--- src/rtl/program_loader.sv ---
// Serial-byte boot loader: parses SYNC/LEN/payload/CHK frames from a UART receiver,
// writes the payload into program memory at BASE_ADDR and gates the CPU reset.
module program_loader #(
  parameter int                    ADDR_WIDTH    = 16,
  parameter int                    DATA_WIDTH    = 8,
  parameter logic [ADDR_WIDTH-1:0] BASE_ADDR     = 'hF000,
  parameter int                    MAX_LEN       = 4096,
  parameter logic [DATA_WIDTH-1:0] SYNC_BYTE     = 'hA5,
  parameter bit                    HOLD_AT_RESET = 1'b1
) (
  input  logic                  clk,
  input  logic                  reset,
  input  logic [DATA_WIDTH-1:0] rx_data,
  input  logic                  rx_valid,
  output logic                  mem_we,
  output logic [ADDR_WIDTH-1:0] mem_addr,
  output logic [DATA_WIDTH-1:0] mem_wdata,
  output logic                  cpu_reset_o,
  output logic                  busy_o,
  output logic                  done_o,
  output logic                  error_o,
  output logic [15:0]           byte_count_o
);

  localparam logic [2:0] S_IDLE  = 3'd0;
  localparam logic [2:0] S_LEN_H = 3'd1;
  localparam logic [2:0] S_LEN_L = 3'd2;
  localparam logic [2:0] S_DATA  = 3'd3;
  localparam logic [2:0] S_CHK   = 3'd4;
  localparam logic [2:0] S_DONE  = 3'd5;
  localparam logic [2:0] S_ERROR = 3'd6;

  logic [2:0]            state_q, state_d;
  logic [15:0]           len_q, len_d;
  logic [DATA_WIDTH-1:0] sum_q, sum_d;
  logic [15:0]           count_q, count_d;
  logic                  we_q, we_d;
  logic [ADDR_WIDTH-1:0] addr_q, addr_d;
  logic [DATA_WIDTH-1:0] wdata_q, wdata_d;
  logic                  cpu_rst_q, cpu_rst_d;

  // Full length as it would be once the low byte currently on rx_data is latched.
  logic [15:0]           len_full;
  logic [DATA_WIDTH-1:0] chk_sum;
  logic [15:0]           count_inc;

  assign len_full  = {len_q[15:8], rx_data[7:0]};
  assign chk_sum   = sum_q + rx_data;
  assign count_inc = count_q + 16'd1;

  always_comb begin
    state_d   = state_q;
    len_d     = len_q;
    sum_d     = sum_q;
    count_d   = count_q;
    we_d      = 1'b0;
    addr_d    = addr_q;
    wdata_d   = wdata_q;
    cpu_rst_d = cpu_rst_q;

    if (rx_valid) begin
      case (state_q)
        S_IDLE, S_DONE, S_ERROR: begin
          if (rx_data == SYNC_BYTE) begin
            state_d = S_LEN_H;
            sum_d   = '0;
            count_d = '0;
          end
        end
        S_LEN_H: begin
          len_d   = {rx_data[7:0], 8'h00};
          state_d = S_LEN_L;
        end
        S_LEN_L: begin
          len_d = len_full;
          if ({16'd0, len_full} > 32'(MAX_LEN)) begin
            state_d = S_ERROR;
          end else if (len_full == 16'd0) begin
            state_d = S_CHK;
          end else begin
            state_d = S_DATA;
          end
        end
        S_DATA: begin
          we_d    = 1'b1;
          addr_d  = BASE_ADDR + ADDR_WIDTH'(count_q);
          wdata_d = rx_data;
          sum_d   = chk_sum;
          count_d = count_inc;
          if (count_inc == len_q) begin
            state_d = S_CHK;
          end
        end
        S_CHK: begin
          state_d = (chk_sum == '0) ? S_DONE : S_ERROR;
        end
        default: begin
          state_d = S_IDLE;
        end
      endcase
    end

    // CPU reset follows the state being entered so it changes with the strobe edge.
    case (state_d)
      S_IDLE:  cpu_rst_d = HOLD_AT_RESET;
      S_DONE:  cpu_rst_d = 1'b0;
      default: cpu_rst_d = 1'b1;
    endcase
  end

  always_ff @(posedge clk) begin
    if (reset) begin
      state_q   <= S_IDLE;
      len_q     <= '0;
      sum_q     <= '0;
      count_q   <= '0;
      we_q      <= 1'b0;
      addr_q    <= BASE_ADDR;
      wdata_q   <= '0;
      cpu_rst_q <= HOLD_AT_RESET;
    end else begin
      state_q   <= state_d;
      len_q     <= len_d;
      sum_q     <= sum_d;
      count_q   <= count_d;
      we_q      <= we_d;
      addr_q    <= addr_d;
      wdata_q   <= wdata_d;
      cpu_rst_q <= cpu_rst_d;
    end
  end

  assign mem_we       = we_q;
  assign mem_addr     = addr_q;
  assign mem_wdata    = wdata_q;
  assign cpu_reset_o  = cpu_rst_q;
  assign busy_o       = (state_q == S_LEN_H) || (state_q == S_LEN_L) ||
                        (state_q == S_DATA)  || (state_q == S_CHK);
  assign done_o       = (state_q == S_DONE);
  assign error_o      = (state_q == S_ERROR);
  assign byte_count_o = count_q;

endmodule
--- config.mk ---
export PLATFORM = sky130hd
export DESIGN_NAME = program_loader
export DESIGN_NICKNAME = d
export VERILOG_FILES = /design/src/rtl/program_loader.sv
export SDC_FILE = /design/constraint.sdc
export NUM_CORES = 1
export LEC_CHECK = 0
export ABC_CLOCK_PERIOD_IN_PS = 2300
export CAP_MARGIN = 0
export CORE_MARGIN = 4
export CORE_UTILIZATION = 49
export DETAILED_ROUTE_END_ITERATION = 10
export GPL_TIMING_DRIVEN = 0
export PLACE_DENSITY = 0.72
export SYNTH_ARGS = -nofsm -noshare
export SYNTH_HDL_FRONTEND = slang
export SYNTH_SLANG_ARGS = --single-unit
--- constraint.sdc ---
create_clock -name clk -period 2.3 [get_ports clk]
set_input_delay 0.345 -clock clk [delete_from_list [all_inputs] [get_ports clk]]
set_output_delay 0.345 -clock clk [all_outputs]
set_load 0.02 [all_outputs]
## After elaboration in Yosys (flattened, before gate mapping)

Cells that the tools add are included.
Widths: inputs -> output; s select.

| storage, ports and cells | value |
|---|---|
| flip-flop bits (word level) | 69 |
| latch bits | 0 |
| memories | 0 |
| output and inout bits | 45 |
| ROM bits | 0 |
| RAM bits | 0 |

| cells by class | value |
|---|---|
| bitwise gates (word level) | 2 |
| $mul | 0 |
| div/mod/pow operators | 0 |
| shift operators | 0 |
| eq/ne operators | 10 |
| reductions and logical operators | 14 |
| mux-type cells | 14 |
| order comparisons | 1 |
| add/subtract/negate cells | 3 |

Operator list:

| kind | count |
|---|---|
| $pmux 16 s2 | 2 |
| $add 16x1->16 const B | 1 |
| $add 16x16->16 const A | 1 |
| $eq 16x16->1 | 1 |
| $gt 16x13->1 const B | 1 |
| $logic_not 16->1 | 1 |
| $mux 16 | 1 |
| $pmux 8 s2 | 1 |
| $mux 3 | 5 |
| $pmux 3 s5 | 1 |
| $eq 3x3->1 const B | 4 |
| $add 8x8->8 | 1 |
| $eq 8x8->1 const B | 1 |
| $logic_not 8->1 | 1 |
| $mux 8 | 1 |
| $eq 3x2->1 const B | 2 |
| $reduce_and 3->1 | 2 |
| $reduce_and 2->1 | 2 |
| $reduce_bool 2->1 | 2 |
| $eq 3x1->1 const B | 1 |
| $logic_not 3->1 | 1 |
| $logic_or 1x1->1 | 3 |
| $reduce_or 3->1 | 1 |
| $mux 1 | 2 |
| 4 further kinds | 5 |

## Depth between registers and ports, before layout

| depth | value |
|---|---|
| word-level depth | 7 |
| mapped depth | 9 |
| mapped depth without buffers | 9 |

## Least setup slack after synthesis

OpenSTA, ideal clock, no wires.

| path | value |
|---|---|
| path kind | input to register |
| start | in rx_data[0] |
| end | reg state_q[1] |
| slack | -188 ps |
| stages on the path | 9 |
| library setup time | 120 ps |
| buffers on the path | 0 |
| arrival | 2368 ps |
| path through | ha_1 -> fa_1 -> a211oi_1 -> or4b_1 -> o2111ai_1 -> a2111oi_2 -> a211oi_1 -> a32o_1 -> o31a_1 |

| between the ends | value |
|---|---|
| longest elaborated chain between the ends | 5 |
| elaborated cells on any way between the ends | 11 |

RTL lines:

| item | RTL line | text |
|---|---|---|
| start, declared | 13 | `input logic [DATA_WIDTH-1:0] rx_data,` |
| $add 8x8->8 / $logic_not 16->1 (equally long branches) | 48, 78 |  |
| $logic_not 8->1 / $mux 3 (equally long branches) | 95, 78 |  |
| $mux 2 / $mux 3 (equally long branches) | 95, 76 |  |
| $pmux 3 s5 * | 62 | `case (state_q)` |
| $mux 3 * | 61 | `if (rx_valid) begin` |
| end signal, assigned | 122 | `state_q <= state_d;` |
| end, declared | 33 | `logic [2:0] state_q, state_d;` |

Every way passes the cells marked *; elsewhere a longest branch is shown, timed or not.
A chain may end at the register's enable or synchronous reset.

## Final worst setup path

| path | value |
|---|---|
| start | reg sum_q[0] |
| end | reg state_q[1] |

| between the ends | value |
|---|---|
| longest elaborated chain between the ends | 5 |

RTL lines:

| item | RTL line | text |
|---|---|---|
| start, declared | 35 | `logic [DATA_WIDTH-1:0] sum_q, sum_d;` |
| start signal, assigned | 124 | `sum_q <= sum_d;` |
| $add 8x8->8 | 48 | `assign chk_sum = sum_q + rx_data;` |
| $logic_not 8->1 | 95 | `state_d = (chk_sum == '0) ? S_DONE : S_ERROR;` |
| $mux 2 | 95 |  |
| $pmux 3 s5 | 62 |  |
| $mux 3 | 61 |  |

Every way passes these cells.

==> impl_metrics.sql <==
INSERT INTO impl_metrics (metric_group, metric, value, unit) VALUES
('routing', 'viasPerCell', '5.848', ''),
('clock_tree', 'cts_max_path_buffers', '2', ''),
('global_routing', 'first_global_vias', '3506', ''),
('run_status', 'violated_checks', 'negative setup slack', ''),
('global_routing', 'gr-total-overflow', '0', ''),
('place', 'preCtsSetupSlack', '-0.9249', 'ns'),
('sta', 'timing.final.crit_period', '2.428', 'ns'),
('floorplan', 'die-area', '9181', 'µm²'),
('clock_tree', 'holdBufCountCts', '0', ''),
('sta', 'achievable-frequency', '411.9', 'MHz'),
('logic_synthesis', 'netlist_top_cells_count', 'sky130_fd_sc_hd__nand2_1, sky130_fd_sc_hd__dfxtp_1, sky130_fd_sc_hd__a21oi_1', ''),
('finish', 'area_delta_synth_final', '26.09', '%'),
('setup_path', 'crit_buf_inv', '0', ''),
('clock_tree', 'cts_sinks', '69', ''),
('logic_synthesis', 'post-synth-top-count-cell', 'sky130_fd_sc_hd__nand2_1', ''),
('global_routing', 'grt_antenna_before_repair', '0', ''),
('sta', 'timing.final.ws_setup', '-0.1280', 'ns'),
('logic_synthesis', 'yosys_register_bits', '69', ''),
('floorplan', 'ioPinCount', '56', ''),
('sta', 'transition_at_the_pin_with_the_smallest_max_transition_slack', '0.6858', 'ns'),
('setup_path', 'worst_path_largest_cell_delay', '0.43', 'ns'),
('setup_path', 'timing.critical_path.max_delay_family', 'compound AO/OA/AOI/OAI gates', ''),
('floorplan', 'floorplan.initialDensity', '51.27', '%'),
('logic_synthesis', 'dominantRegCellSynth', 'sky130_fd_sc_hd__dfxtp_1', ''),
('finish', 'nFillCells', '659', ''),
('setup_path', 'path_class', 'flip-flop to flip-flop', ''),
('worst_hold_path', 'holdCritPathClass', 'input port to flip-flop', ''),
('place', 'finalWeightedCongestion', '0.8723', ''),
('finish', 'sequential_cell_area', '1386', 'µm²'),
('logic_synthesis', 'synth.avg_cell_area', '7.872', 'µm²'),
('power', 'cellPowerDensity', '485.2', 'nW/µm²'),
('setup_path', 'crit_path_start_kind', 'flip-flop', ''),
('routing', 'drc', '0', ''),
('floorplan', 'dieHeight', '95.82', 'µm'),
('job', 'max_cap_violations', '0', ''),
('logic_synthesis', 'yosysSeqAreaShare', '36.56', '%'),
('place', 'dp.final_hpwl', '7545', 'µm'),
('floorplan', 'design.core.area', '7370', 'µm²'),
('setup_path', 'cpMaxStageDelayCell', 'sky130_fd_sc_hd__a2111oi_4', ''),
('routing', 'finalWirelength', '10580', 'µm'),
('logic_synthesis', 'number_of_enable_type_register_cells_in_the_synthesized_netlist', '0', ''),
('place', 'dpl_cell_area', '4446', 'µm²'),
('logic_synthesis', 'mappedNetlistNets', '502', ''),
('logic_synthesis', 'synth_largest_type_area_fraction', '36.56', '%'),
('global_routing', 'grtUsageTotal', '23.79', '%'),
('clock_tree', 'cts.htree.levels', '3', ''),
('finish', 'final_layout_size_suffix_gt1_share', '11.96', '%'),
('clock_tree', 'clk_root_buffer_cell', 'sky130_fd_sc_hd__clkbuf_8', ''),
('logic_synthesis', 'async_reset_ff_share', '0', '%'),
('logic_synthesis', 'synth_cells', '480', ''),
('power', 'cellLeakagePower', '1.732', 'nW'),
('clock_tree', 'worst_setup_hold_path_clk_slew', '0.08', 'ns'),
('routing', 'vias', '3807', ''),
('finish', 'diodes', '0', ''),
('logic_synthesis', 'synth_top_cell_by_area', 'sky130_fd_sc_hd__dfxtp_1', ''),
('routing', 'firstDrtPassIters', '5', ''),
('sta', 'finalHoldViolCount', '0', ''),
('power', 'vdd_drop_max', '0.3307', 'mV'),
('sta', 'final-setup-viol-count', '3', ''),
('global_routing', 'largest_net_degree_at_the_start_of_global_routing', '14', ''),
('logic_synthesis', 'synth_warnings', '0', ''),
('logic_synthesis', 'synth_area_leaders', 'sky130_fd_sc_hd__dfxtp_1, sky130_fd_sc_hd__nand2_1, sky130_fd_sc_hd__a21oi_1', ''),
('setup_path', 'critPathRequiredTime', '2.54', 'ns'),
('finish', 'final_nets', '569', ''),
('place', 'numPortBuffers', '53', ''),
('logic_synthesis', 'synth_cell_types', '57', ''),
('run_status', 'outcome', 'finished with violations', ''),
('sta', 'grt_setup_unrepaired', 'yes', ''),
('logic_synthesis', 'post_synth_instance_area', '3779', 'µm²'),
('finish', 'fin_util', '64.65', '%'),
('clock_tree', 'insertion_delay', '0.36', 'ns');
-- cell families (layout without fill, tap and decap cells) --
kind of cell | Yosys count | count (layout) | synth area share, %
muxes | 2 | 2 | 0.5298
AOI/OAI and AO/OA | 135 | 135 | 22.95
xor gates and xnor gates | 30 | 30 | 6.954
buffers and inverters | 44 | 116 | 5.199
DFF | 69 | 69 | 36.56
and+or+nand+nor | 189 | 189 | 23.97
adders and majority gates | 11 | 11 | 3.841
-- timing repair --
item                                    CTS  global route
endpoints found under the hold margin     0             0
endpoints found under the setup margin   29            18
pin swaps                                 1             6
resized for setup                        23            20
buffers inserted                          0             4
-- layout make-up --
cell class / count / share of cell area (%)
tap: 99 / 2.600
timing repair buffer: 57 / 11.66
multi-input combinational: 367 / 48.08
sequential: 69 / 29.10
inverter: 9 / 0.7878
buffer: 34 / 3.598
clock inverter: 7 / 1.576
clock buffer: 9 / 2.600
-- cells in the final DEF (no fill, tap or decap), types with 3 or more instances in the layout --
master                            instances
sky130_fd_sc_hd__or3_1                    3
sky130_fd_sc_hd__clkdlybuf4s50_1         44
sky130_fd_sc_hd__inv_1                    6
sky130_fd_sc_hd__xnor2_1                 16
sky130_fd_sc_hd__xor2_1                  14
sky130_fd_sc_hd__nor2_1                  43
sky130_fd_sc_hd__buf_4                    7
sky130_fd_sc_hd__buf_2                    7
sky130_fd_sc_hd__dfxtp_1                 65
sky130_fd_sc_hd__nor3_1                  11
sky130_fd_sc_hd__nand2b_1                 3
sky130_fd_sc_hd__nand2_1                 79
sky130_fd_sc_hd__ha_1                     6
sky130_fd_sc_hd__clkbuf_1                18
sky130_fd_sc_hd__nor4_1                   7
sky130_fd_sc_hd__nand4_1                  5
sky130_fd_sc_hd__nor2b_1                  3
sky130_fd_sc_hd__a31oi_1                  3
sky130_fd_sc_hd__o21ai_1                  6
sky130_fd_sc_hd__o211ai_1                10
sky130_fd_sc_hd__a21oi_1                 49
sky130_fd_sc_hd__dfxtp_2                  4
sky130_fd_sc_hd__dlygate4sd2_1            5
sky130_fd_sc_hd__clkbuf_8                 9
sky130_fd_sc_hd__a22oi_1                 16
sky130_fd_sc_hd__clkinvlp_4               4
sky130_fd_sc_hd__and3_1                   9
sky130_fd_sc_hd__a22o_1                   7
sky130_fd_sc_hd__o21ai_0                 18
sky130_fd_sc_hd__a211oi_1                 3
sky130_fd_sc_hd__clkbuf_4                 4
sky130_fd_sc_hd__nand3_1                 10
-- metrics by stage --
step                instances  total power [W]  hold WS [ns]
detailed placement        632         0.001320        0.4484
global route              651         0.002376        0.3317
finish                    651         0.002312        0.3262
floorplan                 480         0.001274        0.4465
CTS                       648         0.002313        0.3253
global placement          632         0.001318        0.4413
-- registers in the layout (all words and copies together), names as in the netlist --
register,count
byte_count_o,16
cpu_reset_o,1
len_q,16
mem_addr,16
mem_wdata,8
mem_we,1
state_q,3
sum_q,8
-- final timing paths --
kind | from | end | slack, ns | cells past startpoint
max reg2reg | sum_q[0] | state_q[1] | -0.13 | 9
min | rx_data[7] | mem_wdata[7] | 0.33 | 3
max | sum_q[0] | state_q[1] | -0.13 | 9
min reg2reg | mem_addr[11] | mem_addr[11] | 0.46 | 2
-- worst min-delay path: cells and delay by family --
kind	cells	cell delay (ns)
AOI/OAI and AO/OA	1	0.05
buffers and inverters	1	0.16
and+or+nand+nor	1	0.08
-- layer usage --
| metal | wire, µm | up-vias | track usage (%) |
|---|---|---|---|
| met4 | 187 | 0 | 9.123 |
| met1 | 4837 | 1814 | 30.72 |
| met3 | 574 | 19 | 4.144 |
| li1 | - | 1856 | - |
| met2 | 4975 | 118 | 39.49 |
| met5 | 0 | - | 0 |
-- where the power goes --
group          switching (W)  total [W]  internal, W
Combinational      0.0000692   0.000100    0.0000313
Clock               0.000515    0.00102     0.000504
Sequential      0.0000000808    0.00119      0.00119
Total               0.000584    0.00231      0.00173
(Power assumes the default switching activity.)
